### config.mk
export PLATFORM = sky130hd
export DESIGN_NAME = muldiv_unit
export DESIGN_NICKNAME = d
export VERILOG_FILES = /design/src/rtl/muldiv_unit.sv
export SDC_FILE = /design/constraint.sdc
export NUM_CORES = 1
export LEC_CHECK = 0
export CORE_UTILIZATION = 32
export CTS_CLUSTER_SIZE = 20
export DETAILED_ROUTE_END_ITERATION = 8
export GPL_ROUTABILITY_DRIVEN = 0
export GPL_TIMING_DRIVEN = 1
export HOLD_SLACK_MARGIN = 0.15
export PLACE_DENSITY = 0.56
export SYNTH_ARGS = -nofsm -noshare
export SYNTH_HDL_FRONTEND = slang
export SYNTH_SLANG_ARGS = --single-unit
### constraint.sdc
create_clock -name clk -period 7.4 [get_ports clk]
set_clock_uncertainty 0.05 [all_clocks]
set_input_delay 1.11 -clock clk [delete_from_list [all_inputs] [get_ports clk]]
set_output_delay 1.11 -clock clk [all_outputs]
set_load 0.02 [all_outputs]
### src/rtl/muldiv_unit.sv
// muldiv_unit: iterative RV32M multiply/divide, 32 shift-add or restoring steps plus one sign fix-up cycle.
module muldiv_unit #(
  parameter int XLEN = 32
) (
  input  logic            clk,
  input  logic            rst,
  input  logic            start,
  input  logic [2:0]      funct3,
  input  logic [XLEN-1:0] rs1_data,
  input  logic [XLEN-1:0] rs2_data,
  input  logic [4:0]      rd_in,
  output logic            busy,
  output logic            done,
  output logic [XLEN-1:0] result,
  output logic [4:0]      rd_out
);
  typedef enum logic [1:0] {IDLE, CALC, DONE} state_t;
  state_t state_q, state_d;
  logic [4:0] cnt_q, cnt_d, rd_q, rd_d, rd_out_q, rd_out_d;
  logic [2:0] op_q, op_d;
  logic fin_q, fin_d, sa_q, sa_d, sb_q, sb_d, dz_q, dz_d;
  logic [XLEN-1:0] m_q, m_d, result_q, result_d;
  logic [2*XLEN-1:0] acc_q, acc_d;
  logic sgn_a, sgn_b, neg_a, neg_b;
  logic [XLEN-1:0] a_mag, b_mag, div_diff, quo, rem, fix;
  logic [XLEN:0] mul_sum, div_sh;
  logic div_ge;
  logic [2*XLEN-1:0] mul_next, div_next, prod;
  assign sgn_a = funct3[2] ? ~funct3[0] : funct3[1] ^ funct3[0];
  assign sgn_b = funct3[2] ? ~funct3[0] : funct3 == 3'b001;
  assign neg_a = sgn_a & rs1_data[XLEN-1];
  assign neg_b = sgn_b & rs2_data[XLEN-1];
  assign a_mag = neg_a ? -rs1_data : rs1_data;
  assign b_mag = neg_b ? -rs2_data : rs2_data;
  // Multiply: acc = {partial, multiplier}; divide: acc = {remainder, dividend/quotient}, m_q holds the other operand.
  assign mul_sum  = {1'b0, acc_q[2*XLEN-1:XLEN]} + (acc_q[0] ? {1'b0, m_q} : '0);
  assign mul_next = {mul_sum, acc_q[XLEN-1:1]};
  assign div_sh   = {acc_q[2*XLEN-1:XLEN], acc_q[XLEN-1]};
  assign div_ge   = div_sh >= {1'b0, m_q};
  assign div_diff = div_sh[XLEN-1:0] - m_q;
  assign div_next = {div_ge ? div_diff : div_sh[XLEN-1:0], acc_q[XLEN-2:0], div_ge};
  assign prod = (sa_q ^ sb_q) ? -acc_q : acc_q;
  assign quo  = dz_q ? '1 : (sa_q ^ sb_q) ? -acc_q[XLEN-1:0] : acc_q[XLEN-1:0];
  assign rem  = sa_q ? -acc_q[2*XLEN-1:XLEN] : acc_q[2*XLEN-1:XLEN];
  assign fix  = op_q[2] ? (op_q[1] ? rem : quo) : (op_q[1:0] == 2'b00 ? prod[XLEN-1:0] : prod[2*XLEN-1:XLEN]);
  always_comb begin
    state_d = state_q;
    cnt_d = cnt_q;
    fin_d = fin_q;
    op_d = op_q;
    rd_d = rd_q;
    sa_d = sa_q;
    sb_d = sb_q;
    dz_d = dz_q;
    m_d = m_q;
    acc_d = acc_q;
    result_d = result_q;
    rd_out_d = rd_out_q;
    unique case (state_q)
      IDLE: if (start) begin
        state_d = CALC;
        cnt_d = '0;
        fin_d = 1'b0;
        op_d = funct3;
        rd_d = rd_in;
        sa_d = neg_a;
        sb_d = neg_b;
        dz_d = rs2_data == '0;
        m_d = funct3[2] ? b_mag : a_mag;
        acc_d = {{XLEN{1'b0}}, funct3[2] ? a_mag : b_mag};
      end
      CALC: if (!fin_q) begin
        acc_d = op_q[2] ? div_next : mul_next;
        cnt_d = cnt_q + 5'd1;
        fin_d = cnt_q == 5'd31;
      end else begin
        result_d = fix;
        rd_out_d = rd_q;
        state_d = DONE;
      end
      DONE: state_d = IDLE;
      default: state_d = IDLE;
    endcase
  end
  always_ff @(posedge clk or posedge rst) begin
    if (rst) begin
      state_q <= IDLE;
      cnt_q <= '0;
      fin_q <= 1'b0;
      op_q <= '0;
      rd_q <= '0;
      sa_q <= 1'b0;
      sb_q <= 1'b0;
      dz_q <= 1'b0;
      m_q <= '0;
      acc_q <= '0;
      result_q <= '0;
      rd_out_q <= '0;
    end else begin
      state_q <= state_d;
      cnt_q <= cnt_d;
      fin_q <= fin_d;
      op_q <= op_d;
      rd_q <= rd_d;
      sa_q <= sa_d;
      sb_q <= sb_d;
      dz_q <= dz_d;
      m_q <= m_d;
      acc_q <= acc_d;
      result_q <= result_d;
      rd_out_q <= rd_out_d;
    end
  end
  assign busy = state_q != IDLE;
  assign done = state_q == DONE;
  assign result = result_q;
  assign rd_out = rd_out_q;
endmodule

==> key figures <==
Power and ir drop
  • Internal: 0.00441 W
  • Combinational fraction of design power: 70.0%
  • PD cells: 568 mW/mm²
  • Flop pwr share: 20.6%
  • Switching power total: 0.00519 W
  • Clock power frac: 9.4%
  • Switching Fraction: 54.1%
  • VDD IR max: 245 µV
  • Leakage power total: 7.06 nW

Detailed routing
  • DRC viols: 0
  • Drt first-iter violations: 1345
  • Wirelength per Cell: 20.7 µm
  • DR pass1 iterations: 6
  • Routed WL: 53600 µm
  • Antenna Nets Post-Route: 0
  • Routed via count: 14700
  • Vias/cell: 5.69

Finish
  • Layout area overhead: 14.5%
  • Area of the multi-input gates: 0.0102 mm²
  • Layout cell share with drive strength beyond 1: 4.62%
  • FF/Latch Area: 0.00381 mm²
  • N_diodes: 0
  • Final core occ: 37.2%
  • Nets: 2125
  • # fillers: 4685

Setup path
  • Startpoint Class: flip-flop
  • Maximum fanout along the worst path: 27
  • Critical path class: reg -> reg
  • CP Data Arrival Time: 4860 ps
  • CP required: 7680 ps
  • Critical Path Sink Type: flip-flop

Clock network
  • Cts hold-fix bufs: 0
  • Cts repair resizes: 0
  • Clock sinks: 152
  • H-tree levels: 4
  • Clock Tree Buf Depth: 2
  • Clock latency on the worst-skew pair: 460 ps
  • Post-CTS Setup Inserts: 0
  • CTS tree: built
  • Cell chosen for the clock root: clkbuf_16
  • TritonCTS buffer count: 17
  • Clk slew on worst S/H paths: 70 ps

Hold path
  • HP Class: reg -> reg

Job
  • Max-cap viol count: 0

STA
  • Final period util: 61.9%
  • Final hold violation count: 0
  • RSZ-0062 raised after global routing: no
  • Max-slew headroom: 16.8%
  • Post-route setup TNS: 0 ps
  • Worst Tran Pin Value: 1240 ps
  • Fmax: 218 MHz
  • Max Transition Viols Final: 0
  • Tmin final: 4580 ps
  • Final setup vio count: 0

Logic synthesis
  • Cell variety after synth: 75
  • Simple-gate share of the synthesized area: 19.6%
  • Share of Yosys cell area claimed by the top area cell type: 25.8%
  • EDFF count, synth: 0
  • Main combinational cell family by area after synthesis: compound AO/OA/AOI/OAI gates
  • Net Count, Synth: 2110
  • Syn Area/Cell: 7.51 µm²
  • Post-synthesis xor/xnor area fraction: 12.2%
  • Top area cells in the synthesized netlist: dfrtp_1 (26%), a21oi_1 (7.2%), xnor2_1 (6.2%), ha_1 (6.0%), xor2_1 (5.9%)
  • Seq/Total Area, Yosys: 25.8%
  • Post-synth top area cell: dfrtp_1
  • FF+latch count, synth: 152
  • Dominant synthesized flop cell: dfrtp_1
  • Post-synthesis cell count: 1962
  • Synth Area in Adders: 6.30%
  • Complex-gate fraction of the synthesized area: 26.5%
  • Synthesized area: 0.0147 mm²
  • Fraction of registers with async set/reset: 100%
  • Multiplexer area fraction after synthesis: 4.24%
  • YS warnings: 0

Floorplan
  • Chip Height: 217 µm
  • Die ar.: 0.0469 mm²
  • Std cell rows: 78
  • Initial Util: 32.5%
  • Die X: 217 µm
  • IO Pins: 114
  • Core area: 0.0454 mm²

Outcome
  • Outcome: finished clean

Global route
  • Total GRT Usage: 22.7%
  • First-pass GRT wire length: 82400 µm
  • Largest net degree at the start of global routing: 100
  • Initial antenna violation count: 0
  • Vias in the first global route: 13700
  • Grt total ovfl: 0

Place
  • Port bufs: 113
  • Post-DP HPWL: 40900 µm
==> worst max-delay path, stage by stage (launching register included) <==
cell	delay (ps)
dfrtp_1	470
ha_1	320
nor2b_1	150
o31a_1	280
o31a_1	290
or4_1	670
a211oi_1	390
nor2_1	170
a21oi_4	600
buf_4	460
mux2_2	380
mux2i_1	120
o21ai_0	90
==> synthesized netlist by cell type (9+ instances only) <==
cell type / instances
ha_1: 71
inv_1: 70
dfrtp_1: 152
a221oi_1: 16
nand2_1: 222
o211ai_1: 28
nor2_1: 211
nor2b_1: 13
a21oi_1: 212
a31oi_1: 23
nor3_1: 36
mux2_2: 12
a221o_1: 10
o41ai_1: 15
xor2_1: 100
o211a_1: 9
and2_1: 9
nand2b_1: 20
clkbuf_1: 123
o21a_1: 9
a21o_1: 40
o31ai_1: 26
a22oi_1: 9
nand4_1: 16
mux2i_1: 49
o21ai_0: 170
a211oi_1: 16
xnor2_1: 105
nand3_1: 23
or3_1: 13
nor4_1: 22
==> logic make-up after synthesis <==
logic type,Yosys count
simple gates,629
mux,61
fa+ha+maj,73
flops,152
compound gates,633
buf+inv,209
xor+xnor,205
==> final cells by class <==
class | instances | share of cell area, %
multi-input combinational | 1601 | 60.3
sequential | 152 | 22.6
timing repair buffer | 134 | 7.61
tap | 600 | 4.45
clock buffer | 17 | 2.52
inverter | 71 | 1.61
clock inverter | 15 | 0.919
==> power groups by stage <==
| stage | Sequential, W | Combinational [W] | Clock, W |
|---|---|---|---|
| floorplan | 0.00163 | 0.00502 | 0 |
| global placement | 0.00197 | 0.00655 | 0 |
| detailed placement | 0.00197 | 0.00660 | 0 |
| CTS | 0.00196 | 0.00663 | 0.000918 |
| global route | 0.00203 | 0.00736 | 0.000950 |
| finish | 0.00198 | 0.00671 | 0.000901 |
==> sequential cells by signal, summed over array words and instances (netlist names), 2 cells and up <==
register / count
rd_out: 5
m_q: 32
acc_q: 64
cnt_q: 5
op_q: 3
state_q: 2
result: 32
rd_q: 5
==> metrics by stage <==
step | hold WS [ps] | instance area, µm² | worst slack, ps | power, W | cells
floorplan | 389 | 14700 | 2150 | 0.00665 | 1962
global placement | 396 | 16300 | 2940 | 0.00852 | 2558
detailed placement | 401 | 16300 | 2890 | 0.00857 | 2558
CTS | 418 | 16900 | 2870 | 0.00951 | 2590
global route | 447 | 16900 | 2630 | 0.0103 | 2590
finish | 411 | 16900 | 2820 | 0.00959 | 2590
==> worst paths after layout <==
check,startpoint,endpoint,slack [ps],depth (start not counted)
worst max-delay path,acc_q[32],acc_q[36],2820,12
worst min-delay path,rd_q[0],rd_out[0],410,2
max in group asynchronous,rst,op_q[2],4640,3
worst max register to register,acc_q[32],acc_q[36],2820,12
worst min register to register,rd_q[0],rd_out[0],410,2
min in group asynchronous,rst,cnt_q[2],1200,2
==> layout by cell type, fill, tap and decap left out, drive strengths merged, types with 10 or more instances in the layout <==
cell	instances
a211oi	16
a21o	40
a21oi	213
a221o	10
a221oi	16
a31oi	23
buf	22
clkbuf	17
clkdlybuf4s50	112
dfrtp	152
ha	71
inv	80
mux2	12
mux2i	49
nand2	222
nand2b	20
nand3	23
nand4	17
nor2	211
nor2b	13
nor3	37
nor4	23
o211ai	28
o21ai	174
o31ai	26
o41ai	15
or3	13
xnor2	105
xor2	100
==> routing by layer <==
layer	routed length, µm	vias up	global-route usage (%)
met1	24100	7092	31.7
met5	0	-	0
li1	-	7025	-
met4	1470	0	7.39
met3	3850	58	3.56
met2	24200	569	35.7
Note: power is estimated with default switching activity, not from simulation.
